===== src/rtl/lcd_cmd_sequencer.sv =====
// Command-issue stage for the LCD image controller: queues host command codes in a FIFO and
// hands them to the controller one at a time, pacing on busy/done and dropping invalid codes.
module lcd_cmd_sequencer #(
    parameter int unsigned DEPTH = 16,
    parameter int unsigned AW    = $clog2(DEPTH)
) (
    input  logic          clk,
    input  logic          reset,
    input  logic [3:0]    host_cmd,
    input  logic          host_valid,
    output logic          host_ready,
    output logic [3:0]    cmd,
    output logic          cmd_valid,
    input  logic          busy,
    input  logic          done,
    output logic [AW:0]   fifo_count,
    output logic          cmd_err,
    output logic          frame_done
);

    typedef enum logic [1:0] {StIdle, StIssue, StGap, StWaitDone} state_e;

    state_e        state_q, state_d;
    logic [3:0]    mem_q [DEPTH];
    logic [AW-1:0] wr_ptr_q, rd_ptr_q;
    logic [AW:0]   count_q, count_d;
    logic [3:0]    cmd_q, cmd_d;
    logic          cmd_valid_q, cmd_valid_d;
    logic          cmd_err_q, cmd_err_d;
    logic          frame_done_q, frame_done_d;
    logic          push, pop;
    logic [3:0]    head;

    assign host_ready = (count_q != (AW+1)'(DEPTH));
    assign push       = host_valid && host_ready;
    assign head       = mem_q[rd_ptr_q];

    // Storage carries no reset; the pointers alone define what is queued.
    always_ff @(posedge clk) begin
        if (push) begin
            mem_q[wr_ptr_q] <= host_cmd;
        end
    end

    always_comb begin
        state_d      = state_q;
        cmd_d        = cmd_q;
        cmd_valid_d  = 1'b0;
        cmd_err_d    = 1'b0;
        frame_done_d = 1'b0;
        pop          = 1'b0;
        unique case (state_q)
            StIdle: begin
                if (!busy && (count_q != '0)) begin
                    pop = 1'b1;
                    if (head < 4'd12) begin
                        cmd_d       = head;
                        cmd_valid_d = 1'b1;
                        state_d     = StIssue;
                    end else begin
                        cmd_err_d = 1'b1;
                    end
                end
            end
            StIssue: begin
                state_d = (cmd_q == 4'd0) ? StWaitDone : StGap;
            end
            StGap: begin
                state_d = StIdle;
            end
            StWaitDone: begin
                if (done) begin
                    frame_done_d = 1'b1;
                    state_d      = StIdle;
                end
            end
            default: state_d = StIdle;
        endcase
    end

    always_comb begin
        count_d = count_q;
        unique case ({push, pop})
            2'b10:   count_d = count_q + (AW+1)'(1);
            2'b01:   count_d = count_q - (AW+1)'(1);
            default: count_d = count_q;
        endcase
    end

    always_ff @(posedge clk or posedge reset) begin
        if (reset) begin
            state_q      <= StIdle;
            wr_ptr_q     <= '0;
            rd_ptr_q     <= '0;
            count_q      <= '0;
            cmd_q        <= 4'd0;
            cmd_valid_q  <= 1'b0;
            cmd_err_q    <= 1'b0;
            frame_done_q <= 1'b0;
        end else begin
            state_q      <= state_d;
            count_q      <= count_d;
            cmd_q        <= cmd_d;
            cmd_valid_q  <= cmd_valid_d;
            cmd_err_q    <= cmd_err_d;
            frame_done_q <= frame_done_d;
            if (push) begin
                wr_ptr_q <= wr_ptr_q + AW'(1);
            end
            if (pop) begin
                rd_ptr_q <= rd_ptr_q + AW'(1);
            end
        end
    end

    assign cmd        = cmd_q;
    assign cmd_valid  = cmd_valid_q;
    assign cmd_err    = cmd_err_q;
    assign frame_done = frame_done_q;
    assign fifo_count = count_q;

endmodule


===== config.mk =====
export PLATFORM = sky130hd
export DESIGN_NAME = lcd_cmd_sequencer
export DESIGN_NICKNAME = d
export VERILOG_FILES = /design/src/rtl/lcd_cmd_sequencer.sv
export SDC_FILE = /design/constraint.sdc
export NUM_CORES = 1
export LEC_CHECK = 0
export ABC_AREA = 1
export CAP_MARGIN = 10
export CORE_MARGIN = 2
export CORE_UTILIZATION = 55
export CTS_CLUSTER_DIAMETER = 40
export DETAILED_ROUTE_END_ITERATION = 10
export GPL_TIMING_DRIVEN = 0
export MAX_ROUTING_LAYER = met4
export PLACE_DENSITY = 0.72
export RECOVER_POWER = 100
export SYNTH_ARGS = -nofsm -noshare
export SYNTH_HDL_FRONTEND = slang
export SYNTH_SLANG_ARGS = --single-unit

===== constraint.sdc =====
create_clock -name clk -period 3.1 [get_ports clk]
set_input_delay 0.62 -clock clk [delete_from_list [all_inputs] [get_ports clk]]
set_output_delay 0.62 -clock clk [all_outputs]
set_load 0.01 [all_outputs]

; Word level (Yosys, flattened, before mapping)
; Memory sizes are Yosys's and may differ from the RTL's.
; Index checks and enable logic that the tools add are counted.
; Widths: inputs -> output; s select.
[totals]
reg_bits = 22
n_memories = 1
mem_bits_rw = 64
inputBits = 9
rom_bits = 0
wordCells = 50
latchBits = 0
[mem_list]
columns = memory, depth, word_bits, read_ports, rd_clocked_by_memory_dff, wr, line_no
row1 = mem_q, 16, 4, 1, 0, 1, 24  ; logic [3:0] mem_q [DEPTH];
[classes]
div_mod_pow = 0
order_cmp = 1
n_mul = 0
n_addsub = 4
bitwise_logic = 0
reduce_logical = 9
n_eq_ne = 9
n_shift = 0
muxes = 18
[ops]
columns = operator, count
row1 = $mux 1, 13
row2 = $pmux 5 s2, 1
row3 = $add 4x1->4 const B, 2
row4 = $pmux 2 s4, 1
row5 = $eq 2x2->1 const B, 3
row6 = $mux 2, 3
row7 = $ne 2x2->1 const B, 3
row8 = $reduce_and 3->1, 2
row9 = $add 5x1->5 const B, 1
row10 = $ne 5x5->1 const B, 1
row11 = $reduce_bool 5->1, 1
row12 = $sub 5x1->5 const B, 1
row13 = $eq 2x1->1 const B, 2
row14 = $logic_not 4->1, 1
row15 = $lt 4x4->1 const B, 1
row16 = $logic_and 1x1->1, 2
row17 = $logic_not 2->1, 1
row18 = $reduce_bool 2->1, 1
row19 = $logic_not 1->1, 1

; Depth between registers and ports, before layout
; Gate-level depths: netlist of run 1.
[depth]
depth_word = 6
depth_mapped = 16
ltp_nobuf = 15

; Worst setup path after synthesis of run 1
; No wires, ideal clock.
[synth_path]
kind = reg2reg
from = reg count_q[1] (netlist: fifo_count[1])
to = reg count_q[4] (netlist: fifo_count[4])
setup_slack_ps = 818
synth_period_minus_slack_ps = 2282
setup_ps = 121
t_arrival_ps = 2161
required_time_ps = 2979
path_stages_with_launch = 17
path_cell_list = dfrtp_1 nor2_1 nand4_1 nand2_1 inv_1 nand2_1 inv_2 ha_1 buf_2 xor2_1 ha_1 a21o_1 nand2_1 o21ai_1 xor2_1 nand2_1 o21ai_1
[synth_via]
elab_chain_cells = 6
elab_cells_between_ends = 12
[synth_rtl]
columns = element, line_no
row1 = "start, declared", 26  ; logic [AW:0] count_q, count_d;
row2 = "start signal, assigned", 102  ; count_q <= count_d;
row3 = $reduce_bool 5->1 *, 54  ; if (!busy && (count_q != '0)) begin
row4 = $logic_and 1x1->1 *, 54
row5 = $mux 1 *, 54
row6 = $mux 1 *, 52  ; unique case (state_q)
row7 = named net pop, 31  ; logic push, pop;
row8 = $eq 2x1->1 / $eq 2x2->1 (equally long branches), 83  ; unique case ({push, pop})
row9 = $pmux 5 s2 / $reduce_bool 2->1 (equally long branches), n/a
; Mark *: on every way through the listed nets, which the timed path passes. The rest lies on a longest branch.
; A chain may end at the register's enable or synchronous reset.

; Final worst setup path of run 1
[layout_path]
from = in busy
to = reg count_q[4] (netlist: fifo_count[4])
[layout_via]
elab_chain_cells = 6
elab_cells_between_ends = 8
[layout_rtl]
columns = element, line_no
row1 = "start, declared", 14  ; input logic busy,
row2 = $logic_not 1->1 *, 54
row3 = $logic_and 1x1->1 *, 54
row4 = $mux 1 *, 54
row5 = $mux 1 *, 52
row6 = named net pop, 31
row7 = $eq 2x1->1 / $eq 2x2->1 (equally long branches), 83
row8 = $pmux 5 s2 / $reduce_bool 2->1 (equally long branches), n/a
; Marks and branches as above.

==> out/qor.csv, run 1 <==
metric,value,unit
cpPeakStageDelay,0.40,ns
cts_made_buffers,9,
via_per_inst,5.208,
rsz0062_at_grt,no,
skew,0.01122,ns
power.share.combinational,0.409,
setup_viol,0,
drive_above_1_share,0.08802,
hpwlAfterDp,5487,µm
grt_pass1_vias,2636,
drt_iter0_drc,319,
area_delta_synth_final,13.32,%
route.vias.total,2630,
final_common_cell,nand2_1,
dieHeight,88.30,µm
path_common_cell,nand2_1,
crit_type,primary input to flip-flop,
grt_pass1_wl,13020,µm
start_util,0.5722,
post-route-period-util,0.8877,
core,6832,µm²
grt_max_degree,23,
leakage,0.001887,µW
core.rowCount,30,
syn_nets,389,
grt_overflow,0,
gp_congestion,0.8753,
cp.required,3.37,ns
synth_area_leader_cell,edfxtp_1,
max_slew_margin,0.4251,
worstSkewPairLatency,0.35,ns
hold_viol_final,0,
placed_cell_area,4239,µm²
drc,0,
ctsHoldBuffers,0,
mostFrequentLayoutCells,"75 x nand2_1, 64 x edfxtp_1, 50 x nor2_1, 43 x inv_1, 40 x nand3_1",
synthTopCellsByArea,"edfxtp_1 49%, dfrtp_1 14%, nand2_1 7.1%, nand3_1 4.9%, nor2_1 4.7%",
cts_setup_buffers,0,
syn_inst,372,
syn_area,3909,µm²
wl,8023,µm
io_buffers,21,
ir_drop,0.4261,mV
postRouteAntennaNets,0,
status,"complete, no violations",
ys_types,28,
p_per_area,927.4,nW/µm²
period_needed,2.752,ns
max_freq,0.3634,GHz
ys_seq_elements,86,
clock_path_buffers,2,
timing.max_cap.violations,0,
syn_area_per_cell,10.51,µm²
p_seq_frac,0.393,
cts.sinks,86,
grtUsageTotal,0.2355,
cp-start-kind,primary input,
final_nets,421,
io_pins,22,
die-width,88.30,µm
cts_tree,yes,
first_pass_iters,5,
antenna_found_initial,0,
path_max_fanout,9,
tns,0,ns
hp-class,flip-flop to flip-flop,
cp-end-kind,flip-flop,
routedWlPerCell,15.89,µm
fin_hold_ws,0.5123,ns
internal_power,2518,µW
root_buffer,clkbuf_8,
path_cells,"clkdlybuf4s50_1, inv_1, nand2_1, inv_1, nand2_1, inv_2, ha_1, clkbuf_1, xor2_1, ha_1, a21o_1, nand2_1, o21ai_1, xor2_1, nand2_1, o21ai_0",
swShare,0.3871,
postLayoutCellArea,4429,µm²
tightest_slew,0.8614,ns
cts_resized,0,
crit_arrival,3.03,ns
synth.top_cell.area_share,0.4917,
clkPwrFrac,0.198,
cpMaxStageDelayCell,clkdlybuf4s50_1,
maxSlewViolCount,0,
fp.dieArea,7797,µm²
post-route-util,0.6484,
path_clk_slew,0.08,ns
ys_warn_count,0,
p_sw,1590,µW
num_antenna_cells,0,
yosysSeqAreaShare,0.6325,
cts_max_level,3,
-- state kept, by name (all words and copies together) (netlist names) --
name,count
frame_done,1
mem_q,64
wr_ptr_q,4
cmd_valid,1
state_q,2
cmd,4
cmd_err,1
rd_ptr_q,4
fifo_count,5
-- per-stage QoR --
step                      std cells  total power (µW)  worst slack, ns
after floorplan                 372              2828           0.8184
after global placement          489              3333           0.1741
after detailed placement        489              3383          0.09867
after CTS                       505              4185           0.4505
after global routing            505              4414          0.05715
final                           505              4108           0.3482
-- final cells by class --
| class | count | area (µm²) |
|---|---|---|
| flip-flops and latches | 86 | 2472 |
| fillers | 568 | 2402 |
| multi-input cells | 227 | 1136 |
| repair buffers | 21 | 210.2 |
| clock buffers | 15 | 207.7 |
| inverters | 47 | 178.9 |
| well taps | 96 | 120.1 |
| plain buffers | 12 | 97.59 |
| clock inverters | 1 | 6.256 |
-- synth_stat cells, drive strengths merged --
cell and count:
nor3 3, dfrtp 22, xor2 10, a21o 1
xnor2 2, nand4 4, inv 47, nand3 44
nand2 76, nor2 50, a21oi 1, a21boi 2
buf 12, ha 8, nor4 1, o21ai 23
edfxtp 64, o211ai 2
-- path summary, 6_finish.rpt --
path	start	end	slack, ns	depth (start not counted)
min	state_q[1]$_DFFE_PP0P_	state_q[1]$_DFFE_PP0P_	0.51	1
min reg2reg	state_q[1]$_DFFE_PP0P_	state_q[1]$_DFFE_PP0P_	0.51	1
min in group asynchronous	reset	fifo_count[4]$_DFFE_PP0P_	0.88	2
max reg2reg	fifo_count[1]$_DFFE_PP0P_	fifo_count[4]$_DFFE_PP0P_	0.40	16
max in group asynchronous	reset	wr_ptr_q[0]$_DFFE_PP0P_	1.68	2
max	busy	fifo_count[4]$_DFFE_PP0P_	0.35	16
-- power groups by stage --
stage          combinational [µW]  clock [µW]  sequential (µW)
5_1_grt                      1910         864             1640
6_report                     1680         812             1610
2_1_floorplan                1190           0             1640
3_5_place_dp                 1740           0             1640
3_3_place_gp                 1700           0             1630
4_1_cts                      1750         820             1620
-- metal layers --
metal,part of all wire,global-route usage
met5,0,-
met4,0.018,0.09229
met3,0.062,0.03078
met2,0.49,0.3698
met1,0.43,0.3144
-- cell families (layout without fill, tap and decap cells) --
family,Yosys count,in the layout,synth area share
and+or+nand+nor,178,178,0.2026
DFF,86,86,0.6325
buffers and inverters,59,96,0.07106
AOI/OAI and AO/OA,29,29,0.04129
xor gates and xnor gates,12,12,0.02689
adders and majority gates,8,8,0.02561
-- worst max-delay path, delay by kind of cell --
family	cells	cell delay [ns]
XOR/XNOR	2	0.39
AO/OA/AOI/OAI	3	0.34
AND/OR/NAND/NOR	4	0.31
buffers and inverters	5	0.99
adder cells (fa/ha/maj)	2	0.37
(Power assumes the default switching activity.)
==> inputs of run 2 (changes only) <==
Settings changed: CORE_MARGIN 2 to default.
==> run 2 against run 1 <==
  * Clock-buffer cell count is 2 lower
  * Utilization shrank 0.66 points
  * Non-clock buffer count unchanged
  * Worst hold slack worse by 0.0011 ns
  * Combinational power fell by 2%
  * Critical path type unchanged
  * Highest routed layer unchanged
==> out/qor.csv, run 2 (same netlist as run 1, synthesis figures left out) <==
metric,value,unit,change
status,"complete, no violations",,
swShare,0.3913,,+0.004222
fin_hold_ws,0.5112,ns,-0.001111 ns
cts_tree,yes,,
cts.sinks,86,,unchanged
hold_path_depth,1,,unchanged
grt_max_degree,23,,unchanged
p_per_area,907.5,nW/µm²,-2.1%
ctsHoldBuffers,0,,unchanged
final_nets,421,,unchanged
grt_overflow,0,,unchanged
min_to,state_q[1]$_DFFE_PP0P_,,
cts_resized,0,,unchanged
crit_start,busy,,
cts_max_level,3,,unchanged
die-width,86.30,µm,-2.3%
setup_viol,0,,unchanged
leakage,0.001861,µW,-1.4%
cts_made_buffers,9,,unchanged
reg2reg_depth,16,,unchanged
max_freq,0.3647,GHz,+0.37%
hp-class,flip-flop to flip-flop,,
postRouteAntennaNets,0,,unchanged
fill_cells,538,,-5.3%
tns,0,ns,unchanged
dieHeight,86.30,µm,-2.3%
worstReg2RegEnd,fifo_count[4]$_DFFE_PP0P_,,
seqCellArea,2472,µm²,unchanged
timing.max_cap.violations,0,,unchanged
tightest_slew,0.8406,ns,-0.02077 ns
drt_iter0_drc,169,,-47%
p_seq_frac,0.405,,+0.012
route.vias.total,2562,,-2.6%
core.rowCount,30,,unchanged
holdCritStartpoint,state_q[1]$_DFFE_PP0P_,,
worstReg2RegStart,fifo_count[1]$_DFFE_PP0P_,,
maxSlewViolCount,0,,unchanged
num_antenna_cells,0,,unchanged
top_register,mem_q,,
crit_type,primary input to flip-flop,,
hold_viol_final,0,,unchanged
grt_pass1_vias,2591,,-1.7%
post-route-util,0.6418,,-0.006594
power.share.combinational,0.412,,+0.003
root_buffer,clkbuf_8,,
path_max_fanout,9,,unchanged
hpwlAfterDp,5298,µm,-3.5%
routedWlPerCell,15.06,µm,-5.2%
ir_drop,0.5337,mV,+25%
io_buffers,21,,unchanged
clkPwrFrac,0.183,,-0.015
io_pins,22,,unchanged
max_slew_margin,0.4390,,+0.01386
crit_arrival,3.01,ns,-0.02 ns
post-route-period-util,0.8844,,-0.003233
core,6832,µm²,unchanged
wl,7606,µm,-5.2%
area_delta_synth_final,12.16,%,
gp_congestion,0.8561,,-2.2%
cp-end-kind,flip-flop,,
period_needed,2.742,ns,-0.01002 ns
worstSkewPairLatency,0.35,ns,about the same
start_util,0.5722,,unchanged
clock_path_buffers,2,,unchanged
internal_power,2422,µW,-3.8%
r2r_setup_slack,0.45,ns,+0.05 ns
first_pass_iters,4,,-1
drive_above_1_share,0.08313,,-0.004890
final_common_cell,nand2_1,,
cts_setup_buffers,0,,unchanged
path_clk_slew,0.08,ns,about the same
mostFrequentLayoutCells,"75 x nand2_1, 64 x edfxtp_1, 50 x nor2_1, 43 x inv_1, 40 x nand3_1",,
p_sw,1557,µW,-2.1%
multiInputGateArea,1136,µm²,unchanged
grt_pass1_wl,12480,µm,-4.1%
via_per_inst,5.073,,-2.6%
largest_register_ffs,64,,unchanged
grtUsageTotal,0.2378,,+0.002314
skew,0.01295,ns,+0.001736 ns
drc,0,,unchanged
rsz0062_at_grt,no,,
fp.dieArea,7448,µm²,-4.5%
cp-start-kind,primary input,,
antenna_found_initial,0,,unchanged
cp.required,3.37,ns,about the same
-- run 2: power by group through the flow --
stage | sequential [µW] | combinational (µW) | clock (µW)
2_1_floorplan | 1640 | 1190 | 0
3_3_place_gp | 1630 | 1700 | 0
3_5_place_dp | 1640 | 1730 | 0
4_1_cts | 1620 | 1740 | 735
5_1_grt | 1640 | 1860 | 781
6_report | 1610 | 1640 | 727
-- run 2: critical path, cell delays in order --
cell,delay (ns)
clkdlybuf4s50_1,0.39
inv_1,0.05
nand2_1,0.04
inv_1,0.05
nand2_1,0.14
inv_2,0.22
ha_1,0.19
clkbuf_1,0.24
xor2_1,0.23
ha_1,0.18
a21o_1,0.09
nand2_1,0.07
o21ai_0,0.21
xor2_1,0.16
nand2_1,0.06
o21ai_1,0.06
-- run 2: worst max-delay path by stage --
stage | endpoint | slack [ns] | cells after the start
2_1_floorplan | fifo_count[4]$_DFFE_PP0P_ | 0.82 | 16
3_5_place_dp | fifo_count[4]$_DFFE_PP0P_ | 0.16 | 16
6_report | fifo_count[4]$_DFFE_PP0P_ | 0.36 | 16
3_3_place_gp | fifo_count[4]$_DFFE_PP0P_ | 0.17 | 16
4_1_cts | fifo_count[4]$_DFFE_PP0P_ | 0.50 | 16
5_1_grt | fifo_count[4]$_DFFE_PP0P_ | 0.17 | 16
-- run 2: cell type report --
class | instances | share of cell area
Clock buffer | 13 | 0.03853
Buffer | 12 | 0.01884
Multi-Input combinational cell | 227 | 0.2591
Tap cell | 96 | 0.02740
Inverter | 47 | 0.04053
Clock inverter | 3 | 0.003710
Sequential cell | 86 | 0.5639
Timing Repair Buffer | 21 | 0.04795
-- run 2: metrics by stage --
step                power, µW  instance area [µm²]  setup WS (ns)  instances
global placement         3329                 4239         0.1735        489
detailed placement       3369                 4239         0.1630        489
floorplan                2828                 3909         0.8184        372
global route             4276                 4384         0.1741        505
finish                   3979                 4384         0.3583        505
CTS                      4093                 4424         0.5015        505
-- run 2: metal layers --
metal,share of wire,vias to the layer above,GRT usage
met1,0.46,1179,0.3142
li1,-,1294,-
met5,0,-,-
met4,0.029,0,0.1258
met3,0.046,21,0.03524
met2,0.47,68,0.3593
==> inputs of run 3 (changes only) <==
Settings changed: ABC_CLOCK_PERIOD_IN_PS from default to 3100, CORE_MARGIN from default to 1.5.
==> run 3 against run 2 <==
  * Final cell count stayed put
  * Flip-flop and latch count stayed put
  * Utilization is 0.18 points higher
  * Clock power hardly changed
  * Critical path type unchanged
==> out/qor.csv, run 3 (same netlist as run 1, synthesis figures left out) <==
metric,value,unit,change
status,"complete, no violations",,
multiInputGateArea,1132,µm²,-0.33%
post-route-period-util,0.8720,,-0.01242
grt_pass1_vias,2561,,-1.2%
start_util,0.5722,,unchanged
hold_viol_final,0,,unchanged
setup_viol,0,,unchanged
worstSkewPairLatency,0.35,ns,about the same
tns,0,ns,unchanged
die-width,87.30,µm,+1.2%
area_delta_synth_final,12.48,%,
skew,0.007243,ns,-0.005708 ns
path_clk_slew,0.08,ns,about the same
routedWlPerCell,15.40,µm,+2.2%
cts_resized,0,,unchanged
drc,0,,unchanged
mostFrequentLayoutCells,"75 x nand2_1, 64 x edfxtp_1, 50 x nor2_1, 43 x inv_1, 40 x nand3_1",,
path_common_cell,nand2_1,,
cpPeakStageDelay,0.39,ns,about the same
core.rowCount,30,,unchanged
seqCellArea,2472,µm²,unchanged
cts.sinks,86,,unchanged
drt_iter0_drc,163,,-3.6%
fill_cells,577,,+7.2%
wl,7777,µm,+2.2%
critPathTopFamily,buffers and inverters,,
drive_above_1_share,0.08557,,+0.002445
max_freq,0.3699,GHz,+1.4%
core,6832,µm²,unchanged
final_common_cell,nand2_1,,
cts_made_buffers,9,,unchanged
cts_tree,yes,,
crit_type,primary input to flip-flop,,
path_max_fanout,9,,unchanged
maxSlewViolCount,0,,unchanged
rsz0062_at_grt,no,,
grt_pass1_wl,12700,µm,+1.8%
grtUsageTotal,0.2359,,-0.001865
hpwlAfterDp,5464,µm,+3.1%
postLayoutCellArea,4397,µm²,+0.29%
cp-start-kind,primary input,,
placed_cell_area,4239,µm²,unchanged
crit_arrival,2.99,ns,-0.02 ns
root_buffer,clkbuf_8,,
postRouteAntennaNets,0,,unchanged
cp-end-kind,flip-flop,,
leakage,0.001874,µW,+0.72%
antenna_found_initial,0,,unchanged
io_pins,22,,unchanged
top_register,mem_q,,
io_buffers,21,,unchanged
cts_setup_buffers,0,,unchanged
cpMaxStageDelayCell,clkdlybuf4s50_1,,
final_nets,421,,unchanged
grt_overflow,0,,unchanged
path_cells,"clkdlybuf4s50_1, inv_1, nand2_1, inv_1, nand2_1, inv_2, ha_1, clkbuf_1, xor2_1, ha_1, a21o_1, nand2_1, o21ai_1, xor2_1, nand2_1, o21ai_1",,
ir_drop,0.4348,mV,-19%
gp_congestion,0.8790,,+2.7%
via_per_inst,5.125,,+1.0%
r2r_setup_slack,0.47,ns,+0.02 ns
num_antenna_cells,0,,unchanged
p_per_area,910.0,nW/µm²,+0.27%
period_needed,2.703,ns,-0.03850 ns
hp-class,flip-flop to flip-flop,,
first_pass_iters,8,,+4
tightest_slew,0.8611,ns,+0.02049 ns
ctsHoldBuffers,0,,unchanged
grt_max_degree,23,,unchanged
timing.max_cap.violations,0,,unchanged
fp.dieArea,7621,µm²,+2.3%
dieHeight,87.30,µm,+1.2%
worst-path-buf-inv,5,,unchanged
power,4001,µW,+0.56%
clock_path_buffers,2,,unchanged
cts_max_level,3,,unchanged
largest_register_ffs,64,,unchanged
max_slew_margin,0.4253,,-0.01368
route.vias.total,2588,,+1.0%
cp.required,3.38,ns,about the same
run 3: changes by cell type in the layout (fill, tap and decap cells not counted), sizes merged:
cell      previous run  this run
clkinvlp             1         0
inv                 47        48
buf                  9        11
clkbuf              16        14
run 3: final timing paths:
path,endpoint,start,cells past startpoint
worst max register to register,fifo_count[4]$_DFFE_PP0P_,fifo_count[1]$_DFFE_PP0P_,16
min in group asynchronous,state_q[1]$_DFFE_PP0P_,reset,2
worst max-delay path,fifo_count[4]$_DFFE_PP0P_,busy,16
max in group asynchronous,wr_ptr_q[0]$_DFFE_PP0P_,reset,2
worst min register to register,state_q[1]$_DFFE_PP0P_,state_q[1]$_DFFE_PP0P_,1
worst min-delay path,state_q[1]$_DFFE_PP0P_,state_q[1]$_DFFE_PP0P_,1
run 3: stage by stage:
stage / utilization / worst slack [ns] / std cells / hold WS [ns]
detailed placement: 0.6205 / 0.1550 / 489 / 0.5003
global placement: 0.6205 / 0.1700 / 489 / 0.4749
global route: 0.6436 / 0.1587 / 505 / 0.5330
floorplan: - / 0.8184 / 372 / 0.4603
CTS: 0.6476 / 0.5040 / 505 / 0.5105
finish: 0.6436 / 0.3968 / 505 / 0.5119
run 3: power breakdown:
part | internal (µW) | leakage, µW | switching, µW | total [µW]
Combinational | 619 | 0.000926 | 1040 | 1660
Clock | 355 | 0.0000997 | 369 | 724
Sequential | 1470 | 0.000848 | 148 | 1610
Total | 2440 | 0.00187 | 1560 | 4000
run 3: layer usage:
metal,track usage,share of wire
met1,0.3105,0.46
met2,0.3503,0.47
met4,0.1299,0.027
met5,-,0
met3,0.03886,0.039
run 3: layout make-up:
| cell class | instances | area share |
|---|---|---|
| clock buffers | 13 | 0.03842 |
| multi-input cells | 227 | 0.2575 |
| repair buffers | 21 | 0.04781 |
| plain buffers | 12 | 0.02220 |
| clock inverters | 3 | 0.003699 |
| flip-flops and latches | 86 | 0.5623 |
| well taps | 96 | 0.02732 |
| inverters | 47 | 0.04069 |
